<file path="src/rtl/mem_port_arbiter.sv">
`default_nettype none
// ============================================================================
// Module   : mem_port_arbiter
// Brief    : Round-robin IF/DM arbiter serialising transactions onto a single
//            variable-latency memory port, with an optional ack watchdog.
// Revision : 1.0 - initial release
// ============================================================================
module mem_port_arbiter #(
  parameter int ADDR_W  = 32,
  parameter int DATA_W  = 32,
  parameter int TIMEOUT = 255
) (
  input  logic                  i_clk,
  input  logic                  i_rst_n,
  // instruction fetch requester
  input  logic                  i_if_req,
  input  logic [ADDR_W-1:0]     i_if_addr,
  output logic                  o_if_ack,
  output logic [DATA_W-1:0]     o_if_rdata,
  output logic                  o_if_err,
  // data load/store requester
  input  logic                  i_dm_req,
  input  logic                  i_dm_we,
  input  logic [ADDR_W-1:0]     i_dm_addr,
  input  logic [DATA_W-1:0]     i_dm_wdata,
  input  logic [DATA_W/8-1:0]   i_dm_be,
  output logic                  o_dm_ack,
  output logic [DATA_W-1:0]     o_dm_rdata,
  output logic                  o_dm_err,
  // shared memory port
  output logic                  o_mem_req,
  output logic                  o_mem_we,
  output logic [ADDR_W-1:0]     o_mem_addr,
  output logic [DATA_W-1:0]     o_mem_wdata,
  output logic [DATA_W/8-1:0]   o_mem_be,
  input  logic                  i_mem_ack,
  input  logic [DATA_W-1:0]     i_mem_rdata,
  output logic                  o_busy
);

  localparam int c_BE_W  = DATA_W / 8;
  localparam int c_CNT_W = (TIMEOUT > 0) ? $clog2(TIMEOUT + 1) : 1;

  localparam logic [c_CNT_W-1:0] c_CNT_ONE  = c_CNT_W'(1);
  localparam logic [c_CNT_W-1:0] c_CNT_MAX  = {c_CNT_W{1'b1}};
  localparam logic [c_CNT_W-1:0] c_CNT_LAST = (TIMEOUT > 0) ? c_CNT_W'(TIMEOUT - 1) : '0;

  localparam logic c_OWN_IF = 1'b0;
  localparam logic c_OWN_DM = 1'b1;

  typedef enum logic [1:0] {
    S_IDLE = 2'd0,
    S_BUSY = 2'd1,
    S_RESP = 2'd2
  } state_t;

  state_t              r_state,     w_state_nx;
  logic                r_owner,     w_owner_nx;
  logic                r_last,      w_last_nx;
  logic [c_CNT_W-1:0]  r_cnt,       w_cnt_nx;

  logic                r_mem_req,   w_mem_req_nx;
  logic                r_mem_we,    w_mem_we_nx;
  logic [ADDR_W-1:0]   r_mem_addr,  w_mem_addr_nx;
  logic [DATA_W-1:0]   r_mem_wdata, w_mem_wdata_nx;
  logic [c_BE_W-1:0]   r_mem_be,    w_mem_be_nx;

  logic                r_if_ack,    w_if_ack_nx;
  logic [DATA_W-1:0]   r_if_rdata,  w_if_rdata_nx;
  logic                r_if_err,    w_if_err_nx;
  logic                r_dm_ack,    w_dm_ack_nx;
  logic [DATA_W-1:0]   r_dm_rdata,  w_dm_rdata_nx;
  logic                r_dm_err,    w_dm_err_nx;

  logic                w_grant_any;
  logic                w_grant_dm;
  logic                w_tmo_hit;
  logic                w_finish;
  logic [DATA_W-1:0]   w_resp_data;
  logic                w_resp_err;

  // On a tie the requester that did not win last time gets the port.
  assign w_grant_any = i_if_req | i_dm_req;
  assign w_grant_dm  = i_dm_req & (~i_if_req | (r_last == c_OWN_IF));
  assign w_tmo_hit   = (TIMEOUT != 0) && (r_cnt == c_CNT_LAST);

  always_comb begin
    w_state_nx     = r_state;
    w_owner_nx     = r_owner;
    w_last_nx      = r_last;
    w_cnt_nx       = r_cnt;
    w_mem_req_nx   = r_mem_req;
    w_mem_we_nx    = r_mem_we;
    w_mem_addr_nx  = r_mem_addr;
    w_mem_wdata_nx = r_mem_wdata;
    w_mem_be_nx    = r_mem_be;
    w_if_ack_nx    = 1'b0;
    w_if_rdata_nx  = r_if_rdata;
    w_if_err_nx    = r_if_err;
    w_dm_ack_nx    = 1'b0;
    w_dm_rdata_nx  = r_dm_rdata;
    w_dm_err_nx    = r_dm_err;
    w_finish       = 1'b0;
    w_resp_data    = '0;
    w_resp_err     = 1'b0;

    case (r_state)
      S_IDLE: begin
        if (w_grant_any) begin
          w_state_nx   = S_BUSY;
          w_owner_nx   = w_grant_dm;
          w_last_nx    = w_grant_dm;
          w_cnt_nx     = '0;
          w_mem_req_nx = 1'b1;
          if (w_grant_dm) begin
            w_mem_we_nx    = i_dm_we;
            w_mem_addr_nx  = i_dm_addr;
            w_mem_wdata_nx = i_dm_wdata;
            w_mem_be_nx    = i_dm_be;
          end else begin
            w_mem_we_nx    = 1'b0;
            w_mem_addr_nx  = i_if_addr;
            w_mem_wdata_nx = '0;
            w_mem_be_nx    = '1;
          end
        end
      end

      S_BUSY: begin
        if (r_cnt != c_CNT_MAX) begin
          w_cnt_nx = r_cnt + c_CNT_ONE;
        end
        // A real ack wins over a watchdog expiry in the same cycle.
        if (i_mem_ack) begin
          w_finish    = 1'b1;
          w_resp_data = r_mem_we ? '0 : i_mem_rdata;
        end else if (w_tmo_hit) begin
          w_finish   = 1'b1;
          w_resp_err = 1'b1;
        end
      end

      S_RESP: begin
        w_state_nx = S_IDLE;
      end

      default: begin
        w_state_nx = S_IDLE;
      end
    endcase

    if (w_finish) begin
      w_state_nx   = S_RESP;
      w_mem_req_nx = 1'b0;
      if (r_owner == c_OWN_DM) begin
        w_dm_ack_nx   = 1'b1;
        w_dm_rdata_nx = w_resp_data;
        w_dm_err_nx   = w_resp_err;
      end else begin
        w_if_ack_nx   = 1'b1;
        w_if_rdata_nx = w_resp_data;
        w_if_err_nx   = w_resp_err;
      end
    end
  end

  always_ff @(posedge i_clk or negedge i_rst_n) begin
    if (!i_rst_n) begin
      r_state     <= S_IDLE;
      r_owner     <= c_OWN_IF;
      r_last      <= c_OWN_DM;
      r_cnt       <= '0;
      r_mem_req   <= 1'b0;
      r_mem_we    <= 1'b0;
      r_mem_addr  <= '0;
      r_mem_wdata <= '0;
      r_mem_be    <= '0;
      r_if_ack    <= 1'b0;
      r_if_rdata  <= '0;
      r_if_err    <= 1'b0;
      r_dm_ack    <= 1'b0;
      r_dm_rdata  <= '0;
      r_dm_err    <= 1'b0;
    end else begin
      r_state     <= w_state_nx;
      r_owner     <= w_owner_nx;
      r_last      <= w_last_nx;
      r_cnt       <= w_cnt_nx;
      r_mem_req   <= w_mem_req_nx;
      r_mem_we    <= w_mem_we_nx;
      r_mem_addr  <= w_mem_addr_nx;
      r_mem_wdata <= w_mem_wdata_nx;
      r_mem_be    <= w_mem_be_nx;
      r_if_ack    <= w_if_ack_nx;
      r_if_rdata  <= w_if_rdata_nx;
      r_if_err    <= w_if_err_nx;
      r_dm_ack    <= w_dm_ack_nx;
      r_dm_rdata  <= w_dm_rdata_nx;
      r_dm_err    <= w_dm_err_nx;
    end
  end

  assign o_if_ack    = r_if_ack;
  assign o_if_rdata  = r_if_rdata;
  assign o_if_err    = r_if_err;
  assign o_dm_ack    = r_dm_ack;
  assign o_dm_rdata  = r_dm_rdata;
  assign o_dm_err    = r_dm_err;
  assign o_mem_req   = r_mem_req;
  assign o_mem_we    = r_mem_we;
  assign o_mem_addr  = r_mem_addr;
  assign o_mem_wdata = r_mem_wdata;
  assign o_mem_be    = r_mem_be;
  assign o_busy      = (r_state != S_IDLE);

endmodule
`default_nettype wire

</file>
<file path="config.mk">
export PLATFORM = sky130hd
export DESIGN_NAME = mem_port_arbiter
export DESIGN_NICKNAME = d
export VERILOG_FILES = /design/src/rtl/mem_port_arbiter.sv
export SDC_FILE = /design/constraint.sdc
export NUM_CORES = 1
export LEC_CHECK = 0
export CAP_MARGIN = 20
export CORE_MARGIN = 3
export CORE_UTILIZATION = 25
export CTS_BUF_LIST = sky130_fd_sc_hd__clkbuf_8
export CTS_CLUSTER_SIZE = 8
export DETAILED_ROUTE_END_ITERATION = 8
export HOLD_SLACK_MARGIN = 0.05
export PLACE_DENSITY = 0.53
export SYNTH_ARGS = -nofsm -noshare
export SYNTH_HDL_FRONTEND = slang
export SYNTH_SLANG_ARGS = --single-unit
</file>
<file path="constraint.sdc">
create_clock -name i_clk -period 4.1 [get_ports i_clk]
set_clock_uncertainty 0.2 [all_clocks]
set_input_delay 0.82 -clock i_clk [delete_from_list [all_inputs] [get_ports i_clk]]
set_output_delay 0.82 -clock i_clk [all_outputs]
set_load 0.01 [all_outputs]
</file>
==> results of run 1 <==
sequential cells by signal, indices dropped and copies added, names as in the netlist, 2 cells and up:
| register | count |
|---|---|
| o_dm_rdata | 32 |
| o_if_rdata | 32 |
| o_mem_addr | 32 |
| o_mem_be | 4 |
| o_mem_wdata | 32 |
| r_cnt | 8 |
| r_state | 2 |
layer usage:
| metal | routed length, um | global-route usage [%] | vias to the layer above |
|---|---|---|---|
| li1 | - | - | 2228 |
| met1 | 7986 | 17.42 | 2310 |
| met2 | 8611 | 21.88 | 209 |
| met3 | 1678 | 5.529 | 15 |
| met4 | 223 | 3.345 | 0 |
| met5 | 0 | 0 | - |
worst reg2reg max path, cell delays in order, from the launching register on:
cell and delay, ps:
dfrtp_1 440, and4_1 400, a41oi_4 210, nor3_4 250, buf_4 430, mux2_2 400
layout by cell type, fill, tap and decap left out, types with 2 or more instances in the layout:
cell and instances:
a21oi_1 5, a22o_1 33, a31oi_1 2, and2_1 33
and4_1 3, buf_4 9, clkbuf_8 18, clkdlybuf4s50_1 275
clkinv_4 2, clkinvlp_4 3, dfrtp_1 149, ha_1 2
inv_1 3, inv_6 6, mux2_1 4, mux2_2 60
mux2i_1 34, nand2_1 43, nand2b_1 2, nand3_1 3
nor2_1 9, nor3_1 2, o21ai_0 32, o22a_1 4
xnor2_1 2
report_power, final:
part | switching, mW | internal [mW]
clock network | 0.630 | 0.513
logic | 1.32 | 1.80
registers | 0.423 | 2.16
area by class of cell:
| type | instances | area (um2) |
|---|---|---|
| Timing Repair Buffer | 286 | 2851 |
| Antenna cell | 1 | 2.502 |
| Clock buffer | 18 | 247.7 |
| Multi-Input combinational cell | 292 | 2292 |
| Fill cell | 2292 | 14190 |
| Clock inverter | 14 | 138.9 |
| Sequential cell | 150 | 3755 |
| Tap cell | 319 | 399.1 |
| Inverter | 3 | 11.26 |
worst max-delay path by stage:
| stage | cells past startpoint | slack, ps | startpoint | endpoint |
|---|---|---|---|---|
| final | 3 | 1230 | r_state[0]$_DFFE_PN0P_ | o_busy |
| after global placement | 5 | 1160 | i_dm_req | o_mem_addr[2]$_DFFE_PN0P_ |
| after floorplan | 6 | 1870 | i_dm_req | o_mem_wdata[10]$_DFFE_PN0P_ |
| after global routing | 3 | 1120 | r_state[0]$_DFFE_PN0P_ | o_busy |
| after CTS | 3 | 1180 | r_state[0]$_DFFE_PN0P_ | o_busy |
| after detailed placement | 5 | 1120 | i_dm_req | o_mem_addr[2]$_DFFE_PN0P_ |
cell families after synthesis:
family                     share of synthesized area (%)
DFF                                                60.63
and+or+nand+nor                                    8.606
muxes                                              17.13
AOI/OAI and AO/OA                                  10.06
buffers and inverters                              2.889
xor gates and xnor gates                          0.2829
adders and majority gates                         0.4040
==> qor.csv, run 1 <==
metric;value;unit
Synth Cell Area;6193;um2
critical-path cell list;nor2_1 > inv_1 > clkdlybuf4s50_1;
row count;56;
Pleak;4.244;nW
critical path peak fanout;6;
final WL;18500;um
global route overflow;0;
max cap viols;0;
Final setup viols;0;
worst skew pair latency;440;ps
Synth cell types;42;
Post-Syn Instances;475;
syn_nets;615;
drt first pass iters;4;
GRT Util Overall;13.70;%
Placed Area;9309;um2
placed cells;1050;
Seq/Total Area, Yosys;60.63;%
Reg-to-Reg End;o_if_rdata[14]$_DFFE_PN0P_;
Area Growth Syn to Fin;56.59;%
H-tree depth;4;
Slowest-stage cell, CP;clkdlybuf4s50_1;
Sink Count;150;
WL/cell;17.08;um
vias;4762;
status;completed;
Max Root-Sink Buffers;2;
Port Buf Inserts;276;
largest net degree at the start of global routing;62;
io pins;277;
Max Clock Freq;348.1;MHz
period utilization;70.08;%
Tmin final;2873;ps
clock slew at reported path FFs;90;ps
Post-DP HPWL;13740;um
Post-CTS Setup Inserts;0;
Data arrival, critical path;1850;ps
maximum vdd drop;0.2846;mV
Buf/Inv on CP;2;
Syn. warnings;0;
Final Hold Viols;0;
count leader, synth;dfrtp_1;
leading cell types by count after synthesis;149 x dfrtp_1, 60 x mux2_2, 43 x nand2_1;
Max Transition Viols Final;0;
Die ar.;26700;um2
post-route ant nets;0;
critical path class;flop to output pin;
Hold WC Path Type;input pin to async pin;
peak per-stage delay on the critical path;510;ps
TNS Setup;0;ps
setup slack after layout;1227;ps
Slew Limit Headroom;49.41;%
required time of the critical path;3080;ps
Startpoint Class;flop;
CTS tree;done;
routability cong.;0.7806;
Final Non-Filler Cells;1083;
Nets;890;
post-cts sizing count;0;
die height;163.4;um
clock tree root driver cell;clkbuf_8;
PwrDens;705.4;nW/um2
dpl ws;1121;ps
final core utilization;40.59;%
R2R Path Start;r_cnt[5]$_DFFE_PN0P_;
Post-synth top flop;dfrtp_1;
initial antenna violation count;1;
average cell area after synthesis;13.04;um2
family with the most delay on the worst path;buffers and inverters;
first-pass GRT wire length;28570;um
share of cells above drive strength 1;14.42;%
RSZ-0062 raised after global routing;false;
number of buffers created by CTS;17;
synth top area cells;dfrtp_1 60%, mux2_2 11%, mux2i_1 5.5%, a22o_1 4.7%, and2_1 3.3%;
#FFs+latches synth;150;
First DRT Iteration DRCs;149;
Tot Pwr;6.841;mW
design area;9698;um2
initial core utilization;25.92;%
vias in the first global route;5146;
Chip Width;163.4;um
Worst Tran Pin Value;756.0;ps
fraction of registers with async set or reset after synthesis;100.0;%
Reg2Reg Depth;5;
Setup crit end kind;output pin;
CTS Hold Bufs;0;
R2R Setup Slk;1670;ps
top-area cell type share of the netlist area;60.20;%
EDFF count, synth;0;
Yosys top cell by area;dfrtp_1;
Core ar.;23890;um2
hold slack;135.0;ps
Vias/cell;4.397;
post-route DRC violation count;0;
Power figures use the tool's default switching activity.
==> run 2, diff against run 1 <==
clock period = 2.76 ns   (was 4.1 ns; I/O delays follow)
==> run 2 against run 1 <==
Effect of this change: sequential share of layout area down 0.62 points; combinational power rose by 53%; power grew 51%; via count is 0.38% lower; largest power group unchanged.
==> qor.csv, run 2 (synthesis gave the netlist of run 1 again) <==
metric;value;unit
worst skew pair latency;440;ps
status;completed;
Tmin final;2594;ps
critical path peak fanout;6;
Placed Area;9447;um2
dpl ws;336.7;ps
routability cong.;0.7594;
WL/cell;16.80;um
Reg2Reg Depth;5;
R2R Path Start;r_cnt[5]$_DFFE_PN0P_;
first-pass GRT wire length;29290;um
Reg area;3755;um2
Max Root-Sink Buffers;2;
PwrDens;1047;nW/um2
hold slack;282.4;ps
critical path class;flop to output pin;
row count;56;
setup slack after layout;166.3;ps
Tot Pwr;10.32;mW
Reg-to-Reg End;o_if_rdata[1]$_DFFE_PN0P_;
initial antenna violation count;0;
Core ar.;23890;um2
Area Growth Syn to Fin;59.15;%
io pins;277;
clock tree root driver cell;clkbuf_8;
Port Buf Inserts;276;
worst hold stages;2;
share of cells above drive strength 1;14.95;%
Final Hold Viols;0;
commonest non-fill, non-tap cells in the layout;275 x clkdlybuf4s50_1, 149 x dfrtp_1, 60 x mux2_2, 43 x nand2_1, 34 x mux2i_1;
global route overflow;0;
number of buffers created by CTS;17;
antenna cells;0;
post-route ant nets;0;
Final setup viols;0;
area used by multi-input combinational logic;2292;um2
Die ar.;26700;um2
most common cell after layout, fill and taps aside;clkdlybuf4s50_1;
First DRT Iteration DRCs;254;
Startpoint Class;flop;
post-cts sizing count;0;
final WL;18280;um
RSZ-0062 raised after global routing;false;
vias in the first global route;5152;
GRT Util Overall;13.97;%
required time of the critical path;2010;ps
Sink Count;150;
Data arrival, critical path;1840;ps
initial core utilization;25.92;%
max cap viols;0;
Max Clock Freq;385.6;MHz
Nets;896;
Post-DP HPWL;13420;um
clock slew at reported path FFs;90;ps
largest net degree at the start of global routing;60;
TNS Setup;0;ps
design area;9857;um2
Vias/cell;4.360;
post-route DRC violation count;0;
period utilization;93.97;%
Pleak;4.318;nW
min-delay src;o_mem_addr[25]$_DFFE_PN0P_;
maximum vdd drop;0.3568;mV
drt first pass iters;4;
die height;163.4;um
CTS tree;done;
vias;4744;
H-tree depth;4;
Chip Width;163.4;um
Worst Hold Path EP;o_mem_addr[25]$_DFFE_PN0P_;
Hold WC Path Type;flop to flop;
R2R Setup Slk;550;ps
Setup crit end kind;output pin;
Worst Tran Pin Value;507.1;ps
fillers;2262;
Max Transition Viols Final;0;
Slew Limit Headroom;65.32;%
## run 2: cell types whose count changed in the layout (fill, tap and decap cells not counted), sizes merged
cell	change
buf	+5
dlygate4sd3	+1
clkbuf	-1
diode	-1
clkinv	+3
clkinvlp	-2
## run 2: repair_timing
item	in CTS	in global routing
endpoints found under the hold margin	35	0
buffers inserted	0	0
hold buffers	1	0
## run 2: routing by layer
metal / part of all wire (%) / track usage [%] / up-vias / wire length (um)
met1: 43 / 18.10 / 2271 / 7928
met3: 10 / 6.011 / 11 / 1848
met4: 0.94 / 2.960 / 0 / 171
met5: 0 / 0 / - / 0
met2: 46 / 21.85 / 209 / 8335
li1: - / - / 2253 / -
## run 2: power breakdown
group          total, mW  internal, mW  leakage, nW  switching, mW
clock network       1.71         0.756        0.203          0.951
logic               4.78          2.80         2.16           1.98
registers           3.83          3.21         1.96          0.625
total               10.3          6.76         4.32           3.56
## run 2: critical path, stage by stage, from the launching register on
cell	delay, ps
dfrtp_1	440
nor2_1	380
inv_1	90
clkdlybuf4s50_1	490
## run 2: cell type report
cell class	count	share of cell area [%]
Timing Repair Buffer	292	30.43
Clock inverter	15	1.688
Multi-Input combinational cell	292	23.25
Clock buffer	17	2.374
Tap cell	319	4.049
Sequential cell	150	38.09
Inverter	3	0.1142
## run 2: stage by stage
stage               std cells  util [%]
floorplan                 475         -
global placement         1055     39.54
detailed placement       1055     39.54
CTS                      1088     41.25
global route             1088     41.25
finish                   1088     41.25
## run 2: how the worst max path moves through the flow
stage                            from                    endpoint  slack, ps  cells after the start
2_1_floorplan    r_cnt[5]$_DFFE_PN0P_  o_if_rdata[12]$_DFFE_PN0P_        750                      6
3_3_place_gp                i_mem_ack   o_if_rdata[2]$_DFFE_PN0P_        400                      5
3_5_place_dp                i_mem_ack  o_if_rdata[13]$_DFFE_PN0P_        340                      5
4_1_cts        r_state[0]$_DFFE_PN0P_                      o_busy        120                      3
5_1_grt        r_state[0]$_DFFE_PN0P_                      o_busy         10                      3
6_report       r_state[0]$_DFFE_PN0P_                      o_busy        170                      3
==> run 3, diff against run 2 <==
CORE_MARGIN = 5   (was 3)
==> run 3 against run 2 <==
Effect of this change: design area did not move; first-iteration DRC count shrank 25%; hold slack better by 6.0 ps; setup slack better by 120 ps; sequential share of layout area unchanged; die area increased by 5.0%; largest cell class unchanged.
==> qor.csv, run 3 (synthesis gave the netlist of run 1 again) <==
metric;value;unit
Tmin final;2473;ps
Setup crit end kind;output pin;
clock share of power;17.2;%
row count;57;
Data arrival, critical path;1720;ps
Pleak;4.322;nW
required time of the critical path;2010;ps
CTS Hold Bufs;1;
clock tree root driver cell;clkbuf_8;
RSZ-0062 raised after global routing;false;
Worst Tran Pin Value;645.1;ps
initial antenna violation count;0;
critical path class;flop to output pin;
Die ar.;28020;um2
Startpoint Class;flop;
first-pass GRT wire length;29560;um
die height;167.4;um
post-cts sizing count;0;
Post-CTS Setup Inserts;0;
period utilization;89.61;%
critical path peak fanout;6;
WL/cell;17.02;um
Sequential Power Share;37.2;%
antenna cells;0;
Max Transition Viols Final;0;
maximum vdd drop;0.4365;mV
final WL;18660;um
Final Hold Viols;0;
post-route ant nets;0;
First DRT Iteration DRCs;190;
Post-DP HPWL;14050;um
number of buffers created by CTS;17;
Placed Area;9425;um2
largest net degree at the start of global routing;69;
drt first pass iters;4;
io pins;277;
Vias/cell;4.334;
Max Clock Freq;404.3;MHz
max cap viols;0;
TNS Setup;0;ps
routability cong.;0.8139;
worst skew pair latency;440;ps
Final setup viols;0;
Core ar.;24390;um2
Chip Width;167.4;um
Comb power frac;45.7;%
initial core utilization;25.39;%
final core utilization;40.41;%
H-tree depth;4;
Area Growth Syn to Fin;59.15;%
sw power;3.565;mW
clock slew at reported path FFs;90;ps
Sink Count;150;
global route overflow;0;
hold slack;288.4;ps
design area;9857;um2
Port Buf Inserts;276;
GRT Util Overall;13.16;%
post-route DRC violation count;0;
Hold WC Path Type;flop to flop;
worst hold stages;2;
PwrDens;1053;nW/um2
fraction of power spent switching nets;34.35;%
CTS tree;done;
Max Root-Sink Buffers;2;
most common cell after layout, fill and taps aside;clkdlybuf4s50_1;
vias in the first global route;5310;
Nets;899;
share of cells above drive strength 1;15.28;%
Reg2Reg Depth;5;
vias;4750;
fillers;2340;
Tot Pwr;10.38;mW
Slew Limit Headroom;57.00;%
Internal;6.816;mW
commonest non-fill, non-tap cells in the layout;275 x clkdlybuf4s50_1, 149 x dfrtp_1, 60 x mux2_2, 43 x nand2_1, 34 x mux2i_1;
status;completed;
[run 3: cell count changes in the layout (fill, tap and decap cells not counted), sizes merged]
cell    previous run  this run
clkinv             6         5
buf               16        19
bufinv             1         2
[run 3: per-layer routing]
metal,wire (um),part of all wire (%),up-vias,global-route usage (%)
met3,1625,8.7,12,5.116
met4,221,1.2,0,3.387
met2,8963,48,190,21.91
met1,7846,42,2299,16.09
met5,0,0,-,0
li1,-,-,2249,-
[run 3: area by class of cell]
cell class	instances	area [um2]	share of cell area (%)
Tap cell	324	405.4	4.113
Timing Repair Buffer	295	2972	30.15
Multi-Input combinational cell	292	2292	23.25
Clock inverter	15	187.7	1.904
Clock buffer	17	234.0	2.374
Sequential cell	150	3755	38.09
Inverter	3	11.26	0.1142
[run 3: worst max-delay path: stages (launching register included)]
cell and delay (ps):
dfrtp_1 470, nor2_1 80, buf_4 170, inv_1 50
clkdlybuf4s50_1 530
[run 3: per-stage QoR]
step / instances / worst slack (ps)
floorplan: 475 / 751.9
global placement: 1063 / 298.3
detailed placement: 1063 / 264.0
CTS: 1096 / 227.2
global route: 1096 / 178.0
finish: 1096 / 286.6
[run 3: worst paths after layout]
path,startpoint,to,slack [ps]
setup / recovery,r_state[0]$_DFFE_PN0P_,o_busy,290
hold / removal,o_mem_addr[9]$_DFFE_PN0P_,o_mem_addr[9]$_DFFE_PN0P_,290
setup reg to reg,r_cnt[5]$_DFFE_PN0P_,o_if_rdata[1]$_DFFE_PN0P_,500
hold reg to reg,o_mem_addr[9]$_DFFE_PN0P_,o_mem_addr[9]$_DFFE_PN0P_,290
max in group asynchronous,i_rst_n,o_dm_rdata[13]$_DFFE_PN0P_,1140
min in group asynchronous,i_rst_n,o_mem_addr[24]$_DFFE_PN0P_,480
[run 3: power by group through the flow]
stage | Clock (mW) | Sequential, mW | Combinational, mW
6_report | 1.78 | 3.86 | 4.74
5_1_grt | 1.96 | 4.01 | 5.11
4_1_cts | 1.87 | 3.88 | 4.85
3_5_place_dp | 0 | 3.89 | 4.85
3_3_place_gp | 0 | 3.87 | 4.77
2_1_floorplan | 0 | 4.23 | 1.54
